$ cat src/rtl/loba_pkg.sv
// Shared defaults and helpers for the leading-one-bit truncating multiplier.
// The helper computes the truncation shift from a leading-one position.
package loba_pkg;

  localparam int W_DEF  = 16;
  localparam int P_DEF  = 4;
  localparam int SW_DEF = $clog2(W_DEF);
  localparam int PW_DEF = 2 * W_DEF;

  // Number of low bits dropped so that exactly p bits remain from the leading one down.
  function automatic int unsigned lob_shift(input int unsigned k, input int unsigned p);
    return (k + 1 > p) ? (k + 1 - p) : 0;
  endfunction

endpackage

$ cat src/rtl/loba_lob_pos.sv
// Combinational priority encoder: index of the highest set bit plus a nonzero flag.
// An all-zero input reports position 0 with nz=0.
module loba_lob_pos #(
  parameter int W  = 16,
  parameter int SW = 4
) (
  input  logic [W-1:0]  x,
  output logic [SW-1:0] pos,
  output logic          nz
);

  always_comb begin
    pos = '0;
    for (int i = 0; i < W; i++) begin
      if (x[i]) pos = SW'(i);
    end
  end

  assign nz = |x;

endmodule

$ cat src/rtl/loba_mult_pipe.sv
// Three-stage approximate unsigned multiplier: each operand is truncated to P bits
// below its leading one, the mantissas are multiplied exactly and shifted back up.
module loba_mult_pipe
  import loba_pkg::*;
#(
  parameter int W = W_DEF,
  parameter int P = P_DEF
) (
  input  logic           clk,
  input  logic           rst_n,
  input  logic           in_valid,
  output logic           in_ready,
  input  logic [W-1:0]   in_a,
  input  logic [W-1:0]   in_b,
  output logic           out_valid,
  input  logic           out_ready,
  output logic [2*W-1:0] out_product,
  output logic           out_zero
);

  localparam int SW = (W > 1) ? $clog2(W) : 1;
  localparam int PW = 2 * W;

  logic          advance;
  logic          in_fire;

  logic [SW-1:0] ka_c, kb_c;
  logic          nza_c, nzb_c;
  logic [SW-1:0] sa_c, sb_c;

  logic          v1;
  logic [W-1:0]  a1, b1;
  logic [SW-1:0] ka1, kb1;
  logic [SW-1:0] sa1, sb1;

  logic          v2;
  logic [P-1:0]  ah2, bh2;
  logic [SW:0]   ssum2;
  logic          zero2;

  logic [P-1:0]  ah_c, bh_c;
  logic [SW:0]   ssum_c;
  logic          zero_c;
  logic [PW-1:0] prod_c;

  // Whole pipeline moves as one unit whenever the output slot is free or being drained.
  assign advance  = !out_valid || out_ready;
  assign in_ready = advance;
  assign in_fire  = in_valid && advance;

  loba_lob_pos #(.W(W), .SW(SW)) u_lob_a (.x(in_a), .pos(ka_c), .nz(nza_c));
  loba_lob_pos #(.W(W), .SW(SW)) u_lob_b (.x(in_b), .pos(kb_c), .nz(nzb_c));

  assign sa_c = nza_c ? SW'(lob_shift(32'(ka_c), P)) : '0;
  assign sb_c = nzb_c ? SW'(lob_shift(32'(kb_c), P)) : '0;

  always_ff @(posedge clk or negedge rst_n) begin
    if (!rst_n) begin
      v1  <= 1'b0;
      a1  <= '0;
      b1  <= '0;
      ka1 <= '0;
      kb1 <= '0;
      sa1 <= '0;
      sb1 <= '0;
    end else if (advance) begin
      v1 <= in_valid;
      if (in_valid) begin
        a1  <= in_a;
        b1  <= in_b;
        ka1 <= ka_c;
        kb1 <= kb_c;
        sa1 <= sa_c;
        sb1 <= sb_c;
      end
    end
  end

  // k=0 is ambiguous between x=1 and x=0, so bit 0 settles it.
  always_comb begin
    ah_c   = P'(a1 >> sa1);
    bh_c   = P'(b1 >> sb1);
    ssum_c = (SW+1)'(sa1) + (SW+1)'(sb1);
    zero_c = ((ka1 == '0) && !a1[0]) || ((kb1 == '0) && !b1[0]);
  end

  always_ff @(posedge clk or negedge rst_n) begin
    if (!rst_n) begin
      v2    <= 1'b0;
      ah2   <= '0;
      bh2   <= '0;
      ssum2 <= '0;
      zero2 <= 1'b0;
    end else if (advance) begin
      v2 <= v1;
      if (v1) begin
        ah2   <= ah_c;
        bh2   <= bh_c;
        ssum2 <= ssum_c;
        zero2 <= zero_c;
      end
    end
  end

  // Mantissa product fits in 2P bits; shift of at most 2(W-P) keeps it within 2W.
  always_comb begin
    prod_c = (PW'(ah2) * PW'(bh2)) << ssum2;
  end

  always_ff @(posedge clk or negedge rst_n) begin
    if (!rst_n) begin
      out_valid   <= 1'b0;
      out_product <= '0;
      out_zero    <= 1'b0;
    end else if (advance) begin
      out_valid <= v2;
      if (v2) begin
        out_product <= zero2 ? '0 : prod_c;
        out_zero    <= zero2;
      end
    end
  end

endmodule

$ cat config.mk
export PLATFORM = sky130hd
export DESIGN_NAME = loba_mult_pipe
export DESIGN_NICKNAME = d
export VERILOG_FILES = /design/src/rtl/loba_pkg.sv /design/src/rtl/loba_lob_pos.sv /design/src/rtl/loba_mult_pipe.sv
export SDC_FILE = /design/constraint.sdc
export NUM_CORES = 1
export LEC_CHECK = 0
export BUFFER_PORTS_ARGS = -buffer_cell sky130_fd_sc_hd__buf_4
export CAP_MARGIN = 10
export CORE_MARGIN = 5
export CORE_UTILIZATION = 50
export CTS_BUF_LIST = sky130_fd_sc_hd__clkbuf_4 sky130_fd_sc_hd__clkbuf_8
export CTS_CLUSTER_DIAMETER = 80
export DETAILED_ROUTE_END_ITERATION = 10
export PLACE_DENSITY = 0.66
export SLEW_MARGIN = 20
export SYNTH_ARGS = -nofsm -noshare
export SYNTH_HDL_FRONTEND = slang
export SYNTH_SLANG_ARGS = --single-unit
$ cat constraint.sdc
create_clock -name clk -period 4.11 [get_ports clk]
set_input_delay 0.411 -clock clk [delete_from_list [all_inputs] [get_ports clk]]
set_output_delay 0.411 -clock clk [all_outputs]
set_load 0.01 [all_outputs]
==> out/metrics.cfg, run 1 <==
[outcome]
outcome=finished, final reports clean

[yosys]
yosys.area_share.simple_pct=14.29
synth_top_family_by_area=compound AO/OA/AOI/OAI gates
synthFlopType=dfrtp_1
synthesis.instances=616
synthXorXnorAreaFrac_pct=1.159
synthArstFlopShare_pct=100.0
syn_avg_cell_area_um2=9.811
ys_seq_area_share_pct=40.58
synth_edf_count=0
synthMuxAreaShare_pct=15.92
ys_top_cells_by_area=dfrtp_1 41%, mux2_2 9.1%, nand2_1 5.2%
yosys_warnings=0
ys_ff_latch=98
synth_cell_types=62
synth_compound_area_share_pct=18.57
synth_top_area_share_pct=40.58
netlist_area_um2=6043
yosysTopAreaCell=dfrtp_1
synth_nets=677
synthAdderAreaFrac_pct=5.797

[clock_tree]
cts_root_buf=clkbuf_8
cts.repair.resized=0
cts_sinks=98
clockBufferDepth=2
clk-insertion-delay-late_ns=0.37
cts_buffers=9
cts_htree_levels=3
cts_tree=built
path_clk_slew_ns=0.10
cts_hold_buf=0
post-cts-setup-buffers=0

[routing]
drtIter0Drc=452
routed_wl_um=14600
ant_nets=0
dr.pass1.iters=5
highest_layer=met4
avgViaCountPerCell=5.985
drc=0
wl_met2_um=7292
wl_per_cell_um=17.74
wl_met1_um=6377
met3WireLength_um=612
num_vias=4926

[setup_path]
rr_worst_depth=11
arrival_ns=4.08
cp-start-kind=flop
path_max_fanout=6
r2r-start=ah2[0]
path_class=flop to flop
end_kind=flop
r2r-end=out_product[18]
r2r_slack_ns=0.35
critPathRequiredTime_ns=4.43

[finish]
layout.cells.non_filler=823
layout-drive-gt1-share_pct=24.11
nets=733
final_common_cell=dfrtp_1
final_cell_mix=98 x dfrtp_1, 82 x nand2_1, 75 x buf_4, 57 x o21ai_0, 49 x mux2_2
diodes=0
fill_cells=1081
syn_to_final_growth_pct=13.73

[power_and_ir_drop]
vdd_drop_max_mv=0.2560
p_seq_share_pct=36.2
leakage_nw=3.068
p_clk_share_pct=13.9
powerDensity_nw_per_um2=659.9
internal_power_mw=2.568
switching_share_pct=43.38
combPwrFrac_pct=49.8
p_switching_mw=1.968

[global_routing]
antenna_found_initial=0
grt_pass1_vias=4895
grt_pass1_wl_um=24710
grtUsageTotal_pct=21.19
grt_max_degree=71
grt_remaining_overflow=0

[place]
gp_congestion=0.8854
portBuffers=70
place_inst=808
dp_hpwl_um=11200

[sta]
fin_skew_ns=0.01248
worstMarginPinSlew_ns=0.8864
period_share_pct=91.51
final-setup-viol-count=0
hold_viol=0
slew_headroom_pct=40.91
maxSlewViolCount=0
finalSetupTns_ns=0
rsz0062_at_grt=false
fin_crit_ns=3.761
fmax_mhz=265.9

[die]
initial_core_util_pct=50.74
dieArea_um2=14390
die_w_um=119.9
dieHeight_um=119.9
io-pin-count=71
coreArea_um2=11910
fp-row-count=40

[job]
drv_cap=0

[hold_path]
hold_class=primary input to async pin

## sequential cells by signal (all words and copies together) (netlist names)
register / count
v2: 1
v1: 1
bh2: 4
out_product: 32
a1: 16
kb1: 4
ssum2: 5
b1: 16
sb1: 4
out_valid: 1
sa1: 4
out_zero: 1
ka1: 4
zero2: 1
ah2: 4
## routing by layer
metal / track usage (%) / vias up
li1: - / 2371
met4: 6.943 / 0
met3: 3.959 / 26
met1: 26.99 / 2395
met2: 36.35 / 134
met5: 0 / -
## how the worst max path moves through the flow
stage,endpoint,cells past startpoint,slack [ns],from
after floorplan,out_product[14],11,0.68,ah2[0]
after global placement,out_product[10],11,0.53,ah2[0]
after detailed placement,out_product[18],11,0.43,ah2[0]
after CTS,out_product[18],11,0.42,ah2[0]
after global routing,out_product[10],11,0.26,ah2[0]
final,out_product[18],11,0.35,ah2[0]
## synthesized netlist by cell type, types with 7 or more instances
cell      count
mux4_2        8
nor2_1       43
dfrtp_1      98
ha_1         20
nand2b_1      9
o221ai_1     10
a21o_1        7
clkbuf_1     21
a21oi_1      24
mux2_2       49
mux2i_1      23
xor2_1        7
or4_1         7
a22o_1       13
o21ai_0      57
nand2_1      83
inv_1        23
and2_1       10
## final cells by class
| class | instances | area [um^2] | area share (%) |
|---|---|---|---|
| clock inverters | 5 | 63.81 | 0.9285 |
| inverters | 27 | 101.3 | 1.475 |
| multi-input cells | 461 | 3377 | 49.14 |
| flip-flops and latches | 98 | 2452 | 35.68 |
| repair buffers | 75 | 563.0 | 8.192 |
| well taps | 147 | 183.9 | 2.676 |
| clock buffers | 10 | 131.4 | 1.912 |
## power by group through the flow
stage	logic [mW]	registers (mW)	clock network (mW)
final	2.26	1.64	0.632
after global routing	2.52	1.71	0.693
after CTS	2.27	1.64	0.644
after detailed placement	2.25	1.66	0
after global placement	2.21	1.64	0
after floorplan	1.65	1.50	0
## through the flow
| step | hold slack [ns] | util (%) | setup WS, ns | instance area, um^2 | power (mW) |
|---|---|---|---|---|---|
| after global placement | 0.4589 | 56.01 | 0.5258 | 6671 | 3.850 |
| after floorplan | 0.1154 | - | 0.6810 | 6043 | 3.146 |
| after global routing | 0.2448 | 57.70 | 0.2638 | 6873 | 4.924 |
| final | 0.1653 | 57.70 | 0.3490 | 6873 | 4.535 |
| after detailed placement | 0.4638 | 56.01 | 0.4338 | 6671 | 3.914 |
| after CTS | 0.1946 | 57.65 | 0.4179 | 6867 | 4.553 |
## kinds of logic (layout without fill, tap and decap cells)
family | Yosys count | count (layout)
and+or+nand+nor | 183 | 183
xor gates and xnor gates | 8 | 8
AOI/OAI and AO/OA | 165 | 165
muxes | 80 | 80
DFF | 98 | 98
adders and majority gates | 25 | 25
buffers and inverters | 57 | 117
## critical path, cell delays in order (launching register included)
cell and delay (ns):
dfrtp_1 0.42, nand2_1 0.10, fa_1 0.50, fa_1 0.60
inv_1 0.06, ha_1 0.32, a211oi_1 0.37, nor2_1 0.13
or2_1 0.24, mux4_2 0.53, mux2i_1 0.25, a221o_1 0.19
Power figures use the tool's default switching activity.
==> run 2, diff against run 1 <==
CTS_BUF_LIST = unset   (was sky130_fd_sc_hd__clkbuf_4 sky130_fd_sc_hd__clkbuf_8)
==> out/metrics.cfg, run 2 (synthesis gave the netlist of run 1 again) <==
[outcome]
outcome=finished, final reports clean  ; unchanged

[sta]
slew_headroom_pct=40.53  ; was 40.91%
fin_crit_ns=3.748  ; was 3.761 ns
rsz0062_at_grt=false  ; unchanged
fin_skew_ns=0.009823  ; was 0.01248 ns
hold_viol=0  ; unchanged
worstMarginPinSlew_ns=0.8920  ; was 0.8864 ns
period_share_pct=91.20  ; was 91.51%
finalSetupTns_ns=0  ; unchanged
fmax_mhz=266.8  ; was 265.9 MHz
final-setup-viol-count=0  ; unchanged
maxSlewViolCount=0  ; unchanged

[setup_path]
path_class=flop to flop  ; unchanged
path_delay_family=adder cells  ; unchanged
crit_path_cell_trace=nand2_1, fa_1, fa_1, inv_1, ha_1, a211oi_1, nor2_1, or2_1, mux4_2, mux2i_1, a221o_1  ; unchanged
r2r-end=out_product[10]  ; was out_product[18]
r2r-start=ah2[0]  ; unchanged
crit_top_cell=fa_1  ; unchanged
arrival_ns=4.03  ; was 4.08 ns
slowest_stage=fa_1  ; unchanged
end_kind=flop  ; unchanged
cp-start-kind=flop  ; unchanged
rr_worst_depth=11  ; unchanged
worst-path-buf-inv=1  ; unchanged
critPathRequiredTime_ns=4.40  ; was 4.43 ns
slowest_delay_ns=0.60  ; about the same
path_max_fanout=6  ; unchanged
r2r_slack_ns=0.36  ; was 0.35 ns

[die]
dieHeight_um=119.9  ; unchanged
initial_core_util_pct=50.74  ; unchanged
coreArea_um2=11910  ; unchanged
die_w_um=119.9  ; unchanged
io-pin-count=71  ; unchanged
dieArea_um2=14390  ; unchanged
fp-row-count=40  ; unchanged

[finish]
final_cell_mix=98 x dfrtp_1, 82 x nand2_1, 75 x buf_4, 57 x o21ai_0, 49 x mux2_2  ; unchanged
syn_to_final_growth_pct=15.34  ; was 13.73%
reg.largest.list=out_product: 32 flops, a1: 16 flops, b1: 16 flops  ; unchanged
final_common_cell=dfrtp_1  ; unchanged
nets=733  ; unchanged
diodes=0  ; unchanged
layout.cells.non_filler=823  ; unchanged
largest_register_ffs=32  ; unchanged
max_flop_register=out_product  ; unchanged
layout-drive-gt1-share_pct=23.96  ; was 24.11%

[global_routing]
grt_pass1_wl_um=24840  ; was 24710 um
grt_remaining_overflow=0  ; unchanged
grt_max_degree=71  ; unchanged
grt_pass1_vias=4924  ; was 4895
grtUsageTotal_pct=21.26  ; was 21.19%
antenna_found_initial=0  ; unchanged

[routing]
routed_wl_um=14660  ; was 14600 um
drtIter0Drc=442  ; was 452
num_vias=4902  ; was 4926
avgViaCountPerCell=5.956  ; was 5.985
drc=0  ; unchanged
ant_nets=0  ; unchanged
wl_per_cell_um=17.81  ; was 17.74 um
dr.pass1.iters=5  ; unchanged

[clock_tree]
clockBufferDepth=2  ; unchanged
cts_htree_levels=3  ; unchanged
cts_tree=built  ; unchanged
clk-insertion-delay-late_ns=0.35  ; was 0.37 ns
cts_sinks=98  ; unchanged
post-cts-setup-buffers=0  ; unchanged
cts_root_buf=clkbuf_16  ; was clkbuf_8
cts_hold_buf=0  ; unchanged
cts.repair.resized=0  ; unchanged
path_clk_slew_ns=0.07  ; was 0.10 ns
cts_buffers=9  ; unchanged

[power_and_ir_drop]
total_power_mw=4.745  ; was 4.535 mW
vdd_drop_max_mv=0.2909  ; was 0.2560 mV
leakage_nw=3.111  ; was 3.068 nW
powerDensity_nw_per_um2=680.8  ; was 659.9 nW/um^2

[place]
gp_congestion=0.8854  ; unchanged
portBuffers=70  ; unchanged
place_inst=808  ; unchanged
dp_hpwl_um=11200  ; unchanged

[job]
drv_cap=0  ; unchanged

[hold_path]
hold_class=primary input to async pin  ; unchanged

[run 2: cell count changes in the layout (fill, tap and decap cells not counted)]
cell | before | now
clkbuf_4 | 1 | 0
clkbuf_8 | 9 | 0
clkbuf_1 | 0 | 1
clkbuf_16 | 0 | 9
[run 2: final cells by class]
type / instances / area (um^2)
multi-input cells: 461 / 3377
fillers: 1065 / 4941
repair buffers: 75 / 563.0
well taps: 147 / 183.9
clock inverters: 5 / 63.81
inverters: 27 / 101.3
flip-flops and latches: 98 / 2452
clock buffers: 10 / 229.0
[run 2: how the worst max path moves through the flow]
| stage | startpoint | cells past startpoint | end | slack [ns] |
|---|---|---|---|---|
| global route | ah2[0] | 11 | out_product[10] | 0.25 |
| global placement | ah2[0] | 11 | out_product[10] | 0.53 |
| CTS | ah2[0] | 11 | out_product[26] | 0.42 |
| finish | ah2[0] | 11 | out_product[10] | 0.36 |
| floorplan | ah2[0] | 11 | out_product[14] | 0.68 |
| detailed placement | ah2[0] | 11 | out_product[18] | 0.43 |
[run 2: through the flow]
stage	utilization (%)	hold WS, ns	setup WS (ns)	instance area, um^2
floorplan	-	0.1154	0.6810	6043
CTS	58.47	0.2340	0.4159	6964
finish	58.52	0.2000	0.3616	6970
global route	58.52	0.2911	0.2482	6970
detailed placement	56.01	0.4638	0.4338	6671
global placement	56.01	0.4589	0.5258	6671
[run 2: report_power, final]
group | switching (mW) | total, mW | internal (mW)
clock | 0.366 | 0.839 | 0.473
combinational | 1.24 | 2.26 | 1.02
sequential | 0.388 | 1.65 | 1.26
total | 1.99 | 4.75 | 2.75
[run 2: layer usage]
layer	GRT usage (%)	wire length, um	share of wire [%]	vias to the layer above
li1	-	-	-	2379
met1	27.29	6382	44	2367
met2	36.39	7284	50	130
met3	3.534	685	4.7	26
met4	7.301	305	2.1	0
met5	0	0	0	-
==> run 3, diff against run 2 <==
clock period = 4.5 ns   (was 4.11 ns; I/O delays follow)
==> out/metrics.cfg, run 3 (synthesis gave the netlist of run 1 again) <==
[sta]
worstMarginPinSlew_ns=0.8377  ; was 0.8920 ns
fin_crit_ns=3.721  ; was 3.748 ns
slew_headroom_pct=43.95  ; was 40.53%
fmax_mhz=268.8  ; was 266.8 MHz
rsz0062_at_grt=false  ; unchanged
maxSlewViolCount=0  ; unchanged
finalSetupTns_ns=0  ; unchanged
final-setup-viol-count=0  ; unchanged
period_share_pct=82.68  ; was 91.20%
fin_skew_ns=0.007006  ; was 0.009823 ns
hold_viol=0  ; unchanged
hold_slack_ns=0.1764  ; was 0.2000 ns

[finish]
reg.largest.list=out_product: 32 flops, a1: 16 flops, b1: 16 flops  ; unchanged
final_common_cell=dfrtp_1  ; unchanged
fill_cells=1038  ; was 1065
largest_register_ffs=32  ; unchanged
layout-drive-gt1-share_pct=23.85  ; was 23.96%
diodes=0  ; unchanged
max_flop_register=out_product  ; unchanged
layout.cells.non_filler=822  ; was 823
utilization_pct=58.51  ; was 58.52%
syn_to_final_growth_pct=15.32  ; was 15.34%
final_cell_mix=98 x dfrtp_1, 82 x nand2_1, 73 x buf_4, 57 x o21ai_0, 49 x mux2_2  ; was 98 x dfrtp_1, 82 x nand2_1, 75 x buf_4, 57 x o21ai_0, 49 x mux2_2
nets=731  ; was 733

[clock_tree]
cts.repair.resized=0  ; unchanged
clockBufferDepth=2  ; unchanged
cts_hold_buf=0  ; unchanged
cts_tree=built  ; unchanged
cts_htree_levels=3  ; unchanged
cts_root_buf=clkbuf_16  ; unchanged
cts_buffers=9  ; unchanged
cts_sinks=98  ; unchanged
path_clk_slew_ns=0.07  ; about the same
clk-insertion-delay-late_ns=0.35  ; about the same
post-cts-setup-buffers=0  ; unchanged

[global_routing]
grt_pass1_wl_um=24440  ; was 24840 um
grtUsageMet2_pct=35.55  ; was 36.39%
met3_usage_pct=4.524  ; was 3.534%
grt_max_degree=60  ; was 71
use_met1_pct=27.00  ; was 27.29%
busiest_layer=met2  ; unchanged
grtUsageTotal_pct=21.06  ; was 21.26%
antenna_found_initial=0  ; unchanged
grt_remaining_overflow=0  ; unchanged
grt_pass1_vias=4871  ; was 4924

[die]
coreArea_um2=11910  ; unchanged
die_w_um=119.9  ; unchanged
dieHeight_um=119.9  ; unchanged
io-pin-count=71  ; unchanged
initial_core_util_pct=50.74  ; unchanged
dieArea_um2=14390  ; unchanged
fp-row-count=40  ; unchanged

[routing]
drc=0  ; unchanged
drtIter0Drc=450  ; was 442
num_vias=4870  ; was 4902
avgViaCountPerCell=5.925  ; was 5.956
ant_nets=0  ; unchanged
dr.pass1.iters=5  ; unchanged
routed_wl_um=14470  ; was 14660 um
wl_per_cell_um=17.61  ; was 17.81 um

[place]
portBuffers=70  ; unchanged
gp_congestion=0.8968  ; was 0.8854
dp_hpwl_um=11020  ; was 11200 um
place_inst=806  ; was 808

[setup_path]
path_max_fanout=6  ; unchanged
end_kind=flop  ; unchanged
arrival_ns=4.01  ; was 4.03 ns
path_class=flop to flop  ; unchanged
critPathRequiredTime_ns=4.79  ; was 4.40 ns
cp-start-kind=flop  ; unchanged

[hold_path]
hold_class=primary input to async pin  ; unchanged

[power_and_ir_drop]
leakage_nw=3.107  ; was 3.111 nW
powerDensity_nw_per_um2=620.4  ; was 680.8 nW/um^2
vdd_drop_max_mv=0.2946  ; was 0.2909 mV

[job]
drv_cap=0  ; unchanged

[outcome]
outcome=finished, final reports clean  ; unchanged

==> run 3: cell count changes in the layout (fill, tap and decap cells not counted) <==
cell        delta
buf_4          -2
clkbuf_8       +2
clkinv_2       +1
clkinv_4       -2
clkinvlp_4     +1
inv_6          -1
==> run 3: through the flow <==
stage / cell area (um^2) / total power, mW / worst slack (ns)
6_report: 6969 / 4.324 / 0.7795
3_3_place_gp: 6656 / 3.487 / 0.9283
5_1_grt: 6969 / 4.661 / 0.5608
4_1_cts: 6963 / 4.338 / 0.7808
3_5_place_dp: 6656 / 3.534 / 0.8060
2_1_floorplan: 6043 / 2.873 / 1.071
==> run 3: final cells by class <==
| type | count | area [um^2] | area share (%) |
|---|---|---|---|
| multi-input cells | 461 | 3377 | 48.46 |
| flip-flops and latches | 98 | 2452 | 35.19 |
| repair buffers | 73 | 548.0 | 7.864 |
| clock buffers | 12 | 256.5 | 3.680 |
| well taps | 147 | 183.9 | 2.639 |
| inverters | 27 | 101.3 | 1.454 |
| clock inverters | 4 | 50.05 | 0.7181 |
==> run 3: per-layer routing <==
metal  share of wire (%)  up-vias  routed length, um
met3                 3.8       26                543
met4                 2.2        0                313
li1                    -     2365                  -
met1                  44     2345               6403
met2                  50      134               7213
met5                   0        -                  0
==> run 3: power breakdown <==
part | internal, mW | total [mW] | switching [mW] | leakage, nW
clock network | 0.460 | 0.785 | 0.324 | 0.145
registers | 1.15 | 1.51 | 0.356 | 1.22
logic | 0.916 | 2.03 | 1.12 | 1.74
total | 2.53 | 4.32 | 1.80 | 3.11
==> run 3: critical path, stage by stage, from the launching register on <==
cell      delay (ns)
dfrtp_1         0.42
nand2_1         0.10
fa_1            0.51
fa_1            0.61
inv_1           0.06
ha_1            0.33
a211oi_1        0.32
nor2_1          0.10
or2_1           0.23
mux4_2          0.53
mux2i_1         0.26
a221o_1         0.20
==> run 3: final timing paths <==
path	start	endpoint	slack [ns]	cells after the start
max	ah2[0]	out_product[18]	0.78	11
min	rst_n	bh2[2]	0.18	1
max reg2reg	ah2[0]	out_product[18]	0.78	11
min reg2reg	out_product[5]	out_product[5]	0.49	1
max in group asynchronous	rst_n	ssum2[0]	3.34	2
min in group clk	in_a[0]	a1[0]	0.34	2
